$ cat src/rtl/or_gate_exerciser.sv
// ---------------------------------------------------------------------------
// or_gate_exerciser
//   Drives every operand combination into an external N-bit OR gate. After
//   each pair of operands has been held for a settle window, the block samples
//   the gate output, compares it with a|b and counts the mismatches.
//
// Ports
//   clk        rising-edge clock
//   rst        asynchronous, active-high reset
//   start      begin a sweep (only acted on in IDLE or DONE)
//   a, b       operands to the gate under test ({a,b} == vec_index)
//   s          result returned by the gate under test
//   busy       high in DRIVE, SETTLE, CHECK
//   log_valid  one-cycle strobe in CHECK; a, b, s, mismatch are valid
//   mismatch   in CHECK: s != (a|b); 0 otherwise
//   vec_index  current vector number, 0 .. 2^(2N)-1
//   err_count  mismatches seen during this sweep
//   done       high while in DONE
//   pass       high in DONE when err_count == 0
// ---------------------------------------------------------------------------
module or_gate_exerciser #(
  parameter int N      = 1,
  parameter int SETTLE = 1
) (
  input  logic           clk,
  input  logic           rst,
  input  logic           start,
  output logic [N-1:0]   a,
  output logic [N-1:0]   b,
  input  logic [N-1:0]   s,
  output logic           busy,
  output logic           log_valid,
  output logic           mismatch,
  output logic [2*N-1:0] vec_index,
  output logic [2*N:0]   err_count,
  output logic           done,
  output logic           pass
);

  // The settle counter only ever holds SETTLE-1 down to 0.
  localparam int              CW       = (SETTLE > 1) ? $clog2(SETTLE) : 1;
  localparam logic [CW-1:0]   CNT_INIT = CW'(SETTLE - 1);
  localparam logic [2*N-1:0]  LAST_VEC = '1;

  typedef enum logic [2:0] {
    S_IDLE,
    S_DRIVE,
    S_SETTLE,
    S_CHECK,
    S_DONE
  } state_t;

  state_t          state, state_nxt;
  logic [2*N-1:0]  vec_nxt;
  logic [2*N:0]    err_nxt;
  logic [CW-1:0]   cnt, cnt_nxt;
  logic [N-1:0]    expected;

  // Operands are slices of the vector register, so they only move when
  // vec_index does: at entry to DRIVE (or on reset).
  assign a        = vec_index[2*N-1:N];
  assign b        = vec_index[N-1:0];
  assign expected = a | b;

  always_ff @(posedge clk or posedge rst) begin
    if (rst) begin
      state     <= S_IDLE;
      vec_index <= '0;
      err_count <= '0;
      cnt       <= '0;
    end else begin
      state     <= state_nxt;
      vec_index <= vec_nxt;
      err_count <= err_nxt;
      cnt       <= cnt_nxt;
    end
  end

  always_comb begin
    state_nxt = state;
    vec_nxt   = vec_index;
    err_nxt   = err_count;
    cnt_nxt   = cnt;
    busy      = 1'b0;
    log_valid = 1'b0;
    mismatch  = 1'b0;
    done      = 1'b0;
    pass      = 1'b0;

    case (state)
      S_IDLE: begin
        if (start) begin
          state_nxt = S_DRIVE;
          vec_nxt   = '0;
          err_nxt   = '0;
        end
      end

      S_DRIVE: begin
        busy      = 1'b1;
        state_nxt = S_SETTLE;
        cnt_nxt   = CNT_INIT;
      end

      // Stays here exactly SETTLE cycles: entered with SETTLE-1, exits at 0.
      S_SETTLE: begin
        busy = 1'b1;
        if (cnt == '0) state_nxt = S_CHECK;
        else           cnt_nxt   = cnt - CW'(1);
      end

      S_CHECK: begin
        busy      = 1'b1;
        log_valid = 1'b1;
        mismatch  = (s != expected);
        // 2N+1 bits can hold 2^(2N) errors, so no saturation is required.
        if (mismatch) err_nxt = err_count + (2*N+1)'(1);
        if (vec_index == LAST_VEC) begin
          state_nxt = S_DONE;
        end else begin
          state_nxt = S_DRIVE;
          vec_nxt   = vec_index + (2*N)'(1);
        end
      end

      // Results hold here until the next sweep is requested.
      S_DONE: begin
        done = 1'b1;
        pass = (err_count == '0);
        if (start) begin
          state_nxt = S_DRIVE;
          vec_nxt   = '0;
          err_nxt   = '0;
        end
      end

      default: state_nxt = S_IDLE;
    endcase
  end

endmodule
$ cat config.mk
export PLATFORM = sky130hd
export DESIGN_NAME = or_gate_exerciser
export DESIGN_NICKNAME = d
export VERILOG_FILES = /design/src/rtl/or_gate_exerciser.sv
export SDC_FILE = /design/constraint.sdc
export NUM_CORES = 1
export LEC_CHECK = 0
export BUFFER_PORTS_ARGS = -buffer_cell sky130_fd_sc_hd__buf_2
export CAP_MARGIN = 20
export CORE_MARGIN = 3
export CORE_UTILIZATION = 40
export DETAILED_ROUTE_END_ITERATION = 6
export PLACE_DENSITY = 0.63
export SYNTH_ARGS = -nofsm -noshare
export SYNTH_HDL_FRONTEND = slang
export SYNTH_SLANG_ARGS = --single-unit
export TNS_END_PERCENT = 5
$ cat constraint.sdc
create_clock -name clk -period 1.7 [get_ports clk]
set_input_delay 0.34 -clock clk [delete_from_list [all_inputs] [get_ports clk]]
set_output_delay 0.34 -clock clk [all_outputs]
set_load 0.01 [all_outputs]
==> run metrics, run 1 <==
post-synthesis register bit count 8; Worst VDD drop roughly 1000 µV; Tightest Hold Check Type primary input to async pin; CTS Buffer Depth 2; Lkg Pwr about 0.37 nW; drt pass-1 iters 4; flop-to-flop setup slack 160 ps; top cells by count, synth 8 x dfrtp_1, 7 x inv_1, 6 x nand2_1; pin count of the biggest net entering global routing 9; Arr. time, crit path around 1300 ps; critical path launch point vec_index[1]; Post-Route WL 1211 µm; Worst setup EP type primary output; DRC violations left 0; CP Max Fanout 3; min cycle time layout 1648 ps; FF-to-FF path depth 8; final core utilization 0.5854; Max-Slew Margin vs Limit 0.7763; Post-Syn Instances between 50 and 60; detailed placer's ending HPWL 752.3 µm; post-synth cell types 22; Num CTS Buffers 3; async set-reset flop share out of synthesis 1.000; Max Fclk roughly 0.61 GHz; Power Dens Cells roughly 2000 nW/µm²; CTS tree built; I/O pin cnt 16; Die Y between 40 and 50 µm; Crit path required time roughly 1400 ps; Placed Area around 600 µm²; layout cells sized above 1 0.4805; pin slew with the least headroom to its limit roughly 340 ps; ANT cells 0; placer congestion estimate between 0.7 and 0.8; synthesized cell area ~540 µm²; routed length per instance 13.31 µm; end point of the critical path mismatch; Synth area leaders dfrtp_1 37%, ha_1 9.3%, mux2i_1 5.6%; Initial Util 0.4515; Crit Path Class flip-flop to primary output; die area between 1500 and 2000 µm²; prevailing post-synth register cell dfrtp_1; period utilization 0.9695; Global Route Usage Sum 0.1439; initial antenna violation count 0; area leader, netlist dfrtp_1; Final Hold Viols 0; most frequent cell after synthesis dfrtp_1; hold_buf cts 0; Clk Latency, worst-skew pair roughly 260 ps; via count 450; core area around 1200 µm²; EDFF count, synth 0; vias in the first global route 397; area delta synth->final 29.67%; Mapped Avg Cell Area 9.563 µm²; die width approximately 43 µm; IO buf count 15; Layout Skew slightly above 3 ps; unrepaired setup endpoints after global routing true; syn nets between 60 and 70; final setup violating endpoints 0; Setup WS pre-CTS ~180 ps; Yosys warning count 0; clk slew on worst S/H paths roughly 60 ps; first-pass GRT wire length around 1900 µm; row cnt 12; Post-Place Cells 82; Layout Cells excl Fill 91; post-route cell area about 700 µm²; setup ws final between 50 and 60 ps; clk sink count 8; worst hold margin approximately 19 ps; sequential share of the synthesized area 0.3738; Initial DRC Count 8; Max Cap Viol 0; Max Slew Vio Count 0; grt ovf 0; reg-to-reg startpoint vec_index[1]; Synth top area share 0.3738; Root Driver clkbuf_4; Via-to-Cell Ratio between 4 and 5; H-Tree Depth 1; DRT antenna net count 0; Final #Nets slightly below 90; crit start category flip-flop; status finished, final reports clean; FF-to-FF End err_count[2]
worst min path at each step:
| stage | start | end | cells after the start |
|---|---|---|---|
| global placement | rst | err_count[1] | 2 |
| detailed placement | rst | err_count[1] | 2 |
| global route | rst | err_count[1] | 2 |
| finish | rst | err_count[2] | 2 |
| floorplan | rst | err_count[0] | 1 |
| CTS | rst | err_count[1] | 2 |
logic make-up after synthesis:
family	after synthesis	share of synthesized area
XOR/XNOR	2	0.03272
buffers and inverters	12	0.1285
multiplexers	4	0.07710
AO/OA/AOI/OAI	8	0.1051
AND/OR/NAND/NOR	18	0.1893
flip-flops	8	0.3738
adder cells (fa/ha/maj)	4	0.09346
routing by layer:
| metal | share of wire | GRT usage | wire length [µm] | vias to the layer above |
|---|---|---|---|---|
| li1 | - | - | - | 225 |
| met1 | 0.43 | 0.1705 | 524 | 209 |
| met2 | 0.49 | 0.2128 | 595 | 14 |
| met3 | 0.067 | 0.06867 | 81 | 2 |
| met4 | 0.0074 | 0.07453 | 9 | 0 |
| met5 | 0 | 0 | 0 | - |
cell type report:
type,instances,area (µm²)
inverter,7,26.28
timing repair buffer,23,141.4
fill,110,491.7
sequential,8,202.7
multi-input combinational,36,284.0
clock buffer,3,22.52
tap,14,17.52
registers in the layout, indices dropped and copies added (netlist names):
signal / count
err_count: 3
state: 3
vec_index: 2
critical path, stage by stage (launching register included):
cell and delay [ps]:
dfrtp_1 360, inv_1 50, ha_2 190, xnor2_2 170, and2_4 180, buf_6 100
repair_timing:
item,in CTS,in global routing
buffers inserted,3,3
endpoints found under the setup margin,2,2
cloned,0,0
gates resized for setup,2,5
pin swaps,2,2
placed cells by master, fill, tap and decap left out:
| master | count |
|---|---|
| clkbuf_4 | 3 |
| nor2_2 | 1 |
| nand3_1 | 3 |
| nor2_1 | 2 |
| dfrtp_2 | 2 |
| dfrtp_1 | 6 |
| and2_4 | 1 |
| buf_6 | 1 |
| xnor2_1 | 1 |
| inv_1 | 7 |
| buf_4 | 8 |
| mux2_2 | 1 |
| o21ai_0 | 3 |
| nand2_1 | 6 |
| and3b_1 | 1 |
| o21ai_2 | 2 |
| buf_2 | 14 |
| ha_2 | 1 |
| nand2b_1 | 1 |
| a32oi_1 | 1 |
| or3b_1 | 1 |
| ha_1 | 3 |
| nor3b_2 | 2 |
| xnor2_2 | 1 |
| mux2i_1 | 3 |
| o21bai_1 | 2 |
where the power goes:
group / internal [mW] / total, mW / switching [mW] / leakage [nW]
combinational: 0.449 / 0.846 / 0.397 / 0.262
clock: 0.0814 / 0.155 / 0.0739 / 0.0138
sequential: 0.282 / 0.391 / 0.110 / 0.0958
total: 0.812 / 1.39 / 0.580 / 0.372
per-stage QoR:
stage	setup TNS [ps]	power, mW
2_1_floorplan	0	0.9118
3_3_place_gp	0	1.051
3_5_place_dp	0	1.055
4_1_cts	0	1.290
5_1_grt	-33.61	1.509
6_report	0	1.393
Power figures use the tool's default switching activity.
==> run 2, diff against run 1 <==
--- a/config.mk
+++ b/config.mk
@@ -11,6 +11,8 @@
 export CORE_UTILIZATION = 40
 export DETAILED_ROUTE_END_ITERATION = 6
 export PLACE_DENSITY = 0.63
+export RECOVER_POWER = 100
+export SLEW_MARGIN = 10
 export SYNTH_ARGS = -nofsm -noshare
 export SYNTH_HDL_FRONTEND = slang
 export SYNTH_SLANG_ARGS = --single-unit
==> run 2 against run 1 <==
Net effect: worst hold slack got worse by 3.9 ps; final cell count unchanged; largest cell class unchanged; flip-flop and latch count unchanged; critical endpoint unchanged.
==> run metrics, run 2 (synthesized netlist as in run 1, its figures left out) <==
Top Registers err_count (3), state (3), vec_index (2); Via-to-Cell Ratio 4.934; clk sink count 8; H-Tree Depth 1; reg-to-reg startpoint vec_index[0]; Global Route Usage Sum 0.1439; ANT cells 0; Max Slew Vio Count 0; die width ~43 µm; placer congestion estimate 0.7212; hold_buf cts 0; FF-to-FF path depth 5; Power Dens Cells between 1500 and 2000 nW/µm²; detailed placer's ending HPWL about 750 µm; worst hold margin ~15 ps; Max Fclk 0.6088 GHz; flop-to-flop setup slack approximately 130 ps; Num CTS Buffers 3; Die Y 42.59 µm; die area roughly 1800 µm²; pin count of the biggest net entering global routing 9; Arr. time, crit path ~1300 ps; Layout Skew 3.855 ps; commonest non-fill, non-tap cells in the layout 9 x buf_2, 7 x inv_1, 7 x buf_4; CTS Buffer Depth 2; FF-to-FF End vec_index[1]; row cnt 12; DRT antenna net count 0; Worst setup EP type primary output; via count about 450; CP Max Fanout 3; unrepaired setup endpoints after global routing true; clk slew on worst S/H paths roughly 60 ps; Final Hold Viols 0; Initial DRC Count 4; IO buf count 15; Max Cap Viol 0; Crit Path Class flip-flop to primary output; Clk Latency, worst-skew pair 260 ps; I/O pin cnt 16; Placed Area ~600 µm²; Lkg Pwr 0.3476 nW; first-pass GRT wire length approximately 1900 µm; area delta synth->final 25.70%; final setup violating endpoints 0; min cycle time layout between 1500 and 2000 ps; vias in the first global route between 300 and 400; drt pass-1 iters 4; routed length per instance ~13 µm; Post-Route WL between 1000 and 1500 µm; Initial Util 0.4515; status finished, final reports clean; post-route cell area roughly 670 µm²; Root Driver clkbuf_4; Crit path required time between 1000 and 1500 ps; CTS tree built; critical path launch point vec_index[1]; crit start category flip-flop; end point of the critical path mismatch; initial antenna violation count 0; DRC violations left 0; Setup TNS Final 0 ps; Max-Slew Margin vs Limit 0.7301; Final #Nets 87; Tightest Hold Check Type primary input to async pin; period utilization 0.9663; Worst VDD drop a little under 1000 µV; final core utilization 0.5675; core area 1186 µm²; layout cells sized above 1 0.3636; pin slew with the least headroom to its limit just over 400 ps; Total Power roughly 1.3 mW; commonest non-fill, non-tap cell in the layout buf_2; grt ovf 0
-- run 2: metal layers --
| layer | up-vias | share of wire | track usage |
|---|---|---|---|
| met5 | - | 0 | 0 |
| met4 | 0 | 0.013 | 0.07453 |
| met2 | 12 | 0.49 | 0.2128 |
| met3 | 2 | 0.066 | 0.06867 |
| met1 | 210 | 0.43 | 0.1705 |
| li1 | 225 | - | - |
-- run 2: per-stage QoR --
step                      std cells  worst slack [ps]
after global routing             91            -33.61
final                            91             57.35
after CTS                        88             15.94
after detailed placement         82             178.1
after floorplan                  56             150.2
after global placement           82             191.9
-- run 2: layout make-up --
type | instances | area [µm²]
Fill cell | 118 | 513.0
Multi-Input combinational cell | 36 | 272.8
Sequential cell | 8 | 202.7
Timing Repair Buffer | 23 | 131.4
Inverter | 7 | 26.28
Clock buffer | 3 | 22.52
Tap cell | 14 | 17.52
-- run 2: power by group --
group          leakage [nW]  switching (mW)  internal (mW)
logic                 0.238           0.387          0.412
registers            0.0958           0.105          0.282
clock network        0.0138          0.0736         0.0814
total                 0.348           0.565          0.775
-- run 2: critical path, stage by stage (launching register included) --
cell and delay, ps:
dfrtp_1 360, inv_1 50, ha_2 190, xnor2_2 170
and2_4 180, buf_6 100
-- run 2: how the worst min path moves through the flow --
| stage | startpoint | end | slack (ps) |
|---|---|---|---|
| finish | rst | err_count[0] | 20 |
| global route | rst | err_count[1] | 30 |
| global placement | rst | err_count[1] | 310 |
| floorplan | rst | err_count[0] | 160 |
| CTS | rst | err_count[1] | 30 |
| detailed placement | rst | err_count[1] | 310 |
-- run 2: repair_timing --
| item | in CTS | in global routing |
|---|---|---|
| setup endpoints to repair | 2 | 2 |
| setup buffers | 3 | 3 |
| gates resized for setup | 2 | 5 |
| pin swaps | 2 | 2 |
==> run 3, diff against run 2 <==
--- a/config.mk
+++ b/config.mk
@@ -7,7 +7,7 @@
 export LEC_CHECK = 0
 export BUFFER_PORTS_ARGS = -buffer_cell sky130_fd_sc_hd__buf_2
 export CAP_MARGIN = 20
-export CORE_MARGIN = 3
+export CORE_MARGIN = 2
 export CORE_UTILIZATION = 40
 export DETAILED_ROUTE_END_ITERATION = 6
 export PLACE_DENSITY = 0.63
==> run 3 against run 2 <==
Net effect: worst setup slack better by 24 ps; final cell count unchanged; critical path depth did not move; via count shrank 1.1%; register-to-register slack improved by 40 ps; sequential power is essentially flat; clock-buffer cell count did not move; clock skew increased by 11 ps; non-clock buffer count shrank 1; flip-flop and latch count unchanged; worst hold slack worse by 0.99 ps; first-iteration DRC count grew to 3.8 times the previous value; critical endpoint unchanged; largest cell class unchanged; largest power group unchanged.
==> run metrics, run 3 (synthesized netlist as in run 1, its figures left out) <==
vias in the first global route 356; Crit path required time ~1400 ps; layout cells sized above 1 0.4737; grt ovf 0; min cycle time layout roughly 1600 ps; setup ws final between 80 and 90 ps; Worst VDD drop 901.5 µV; Top Registers err_count (3), state (3), vec_index (2); pin count of the biggest net entering global routing 9; Arr. time, crit path 1280 ps; Switching Share 0.4120; Total Power approximately 1.3 mW; initial antenna violation count 0; final setup violating endpoints 0; area delta synth->final 27.80%; DRT antenna net count 0; I/O pin cnt 16; Critical-path top delay cell dfrtp_1; IO buf count 15; Initial Util 0.4221; commonest non-fill, non-tap cells in the layout 14 x buf_2, 7 x inv_1, 7 x buf_4, 6 x nand2_1, 6 x dfrtp_1; Setup TNS Final 0 ps; Cell Int Power 778.8 µW; Crit Path Class flip-flop to primary output; Final #Nets 86; Post-Route WL 1082 µm; first-pass GRT wire length approximately 1500 µm; Combinational Power Share 0.597; Final Hold Viols 0; Setup WS pre-CTS around 190 ps; Global Route Usage Sum 0.1515; Switch Pwr 545.6 µW; worst hold margin approximately 14 ps; Lkg Pwr approximately 0.37 nW; Worst setup EP type primary output; Tightest Hold Check Type primary input to async pin; Via-to-Cell Ratio 4.879; Power Dens Cells between 1500 and 2000 nW/µm²; row cnt 13; worst-path cell chain inv_1 -> ha_2 -> xnor2_2 -> and2_4 -> buf_6; crit start category flip-flop; CP Max Fanout 3; routed length per instance between 10 and 15 µm; crit path buf inv count 2; die area around 1600 µm²; Fillers between 100 and 150; Layout Skew approximately 15 ps; Critical Path Max Stage Delay between 300 and 400 ps; status finished, final reports clean; Die Y just over 40 µm; H-Tree Depth 1; pin slew with the least headroom to its limit about 320 ps; CTS Buffer Depth 2; detailed placer's ending HPWL about 800 µm; Root Driver clkbuf_4; Max Fclk 0.6178 GHz; Initial DRC Count 15; clk slew on worst S/H paths about 60 ps; drt pass-1 iters 2; Max Cap Viol 0; core area roughly 1300 µm²; Clk Latency, worst-skew pair approximately 260 ps; via count roughly 440; Max-Slew Margin vs Limit 0.7864; Flop pwr share 0.290; ANT cells 0; CTS tree built; clk sink count 8; die width between 40 and 50 µm; Num CTS Buffers 3; DRC violations left 0; commonest non-fill, non-tap cell in the layout buf_2; Clk pwr share 0.113; Max Slew Vio Count 0; placer congestion estimate about 0.72; period utilization 0.9521; Crit path max-delay family flip-flops; hold_buf cts 0
## run 3: cell types whose count changed in the layout (fill, tap and decap cells not counted)
cell | before | now
clkbuf_1 | 6 | 0
buf_2 | 9 | 14
and3b_1 | 1 | 0
and3b_2 | 0 | 1
nor2_1 | 3 | 2
nor2_2 | 0 | 1
o21ai_0 | 4 | 3
o21ai_2 | 1 | 2
## run 3: layer usage
| metal | track usage | wire (µm) | vias to the layer above |
|---|---|---|---|
| li1 | - | - | 223 |
| met1 | 0.1729 | 455 | 209 |
| met2 | 0.2500 | 566 | 10 |
| met3 | 0.03333 | 43 | 2 |
| met4 | 0.1000 | 16 | 0 |
| met5 | 0 | 0 | - |
## run 3: what timing repair did
action,4_1_cts,5_1_grt
resized for setup,1,6
setup buffers,2,3
setup endpoints to repair,1,2
pin swaps,0,1
## run 3: per-stage QoR
stage                     cell area (µm²)  utilization  std cells
final                               684.4       0.5394         91
after global routing                684.4       0.5394         91
after CTS                           640.6       0.5049         88
after detailed placement            601.8       0.4744         83
after global placement              601.8       0.4744         83
after floorplan                     535.5            -         56
## run 3: final timing paths
kind	start	end	slack, ps	cells past startpoint
max	vec_index[1]	mismatch	80	5
min	rst	vec_index[0]	10	2
max reg2reg	vec_index[1]	vec_index[1]	170	6
min reg2reg	state[2]	state[1]	540	2
max in group asynchronous	rst	state[1]	1410	2
min in group clk	start	state[2]	330	2
## run 3: worst reg2reg max path, stage by stage (launching register included)
cell	delay [ps]
dfrtp_1	370
buf_4	130
buf_4	130
ha_1	220
nor3b_2	250
mux2i_1	210
mux2i_1	80
## run 3: cell type report
type,count,area [µm²],area share
Multi-Input combinational cell,36,280.3,0.4095
Sequential cell,8,202.7,0.2962
Timing Repair Buffer,22,133.9,0.1956
Inverter,7,26.28,0.03839
Clock buffer,3,22.52,0.03291
Tap cell,15,18.77,0.02742
## run 3: power by group through the flow
| stage | registers [mW] | clock network (mW) | logic, mW |
|---|---|---|---|
| 4_1_cts | 0.377 | 0.156 | 0.709 |
| 3_5_place_dp | 0.404 | 0 | 0.644 |
| 6_report | 0.384 | 0.150 | 0.791 |
| 5_1_grt | 0.400 | 0.158 | 0.894 |
| 3_3_place_gp | 0.395 | 0 | 0.637 |
| 2_1_floorplan | 0.371 | 0 | 0.541 |
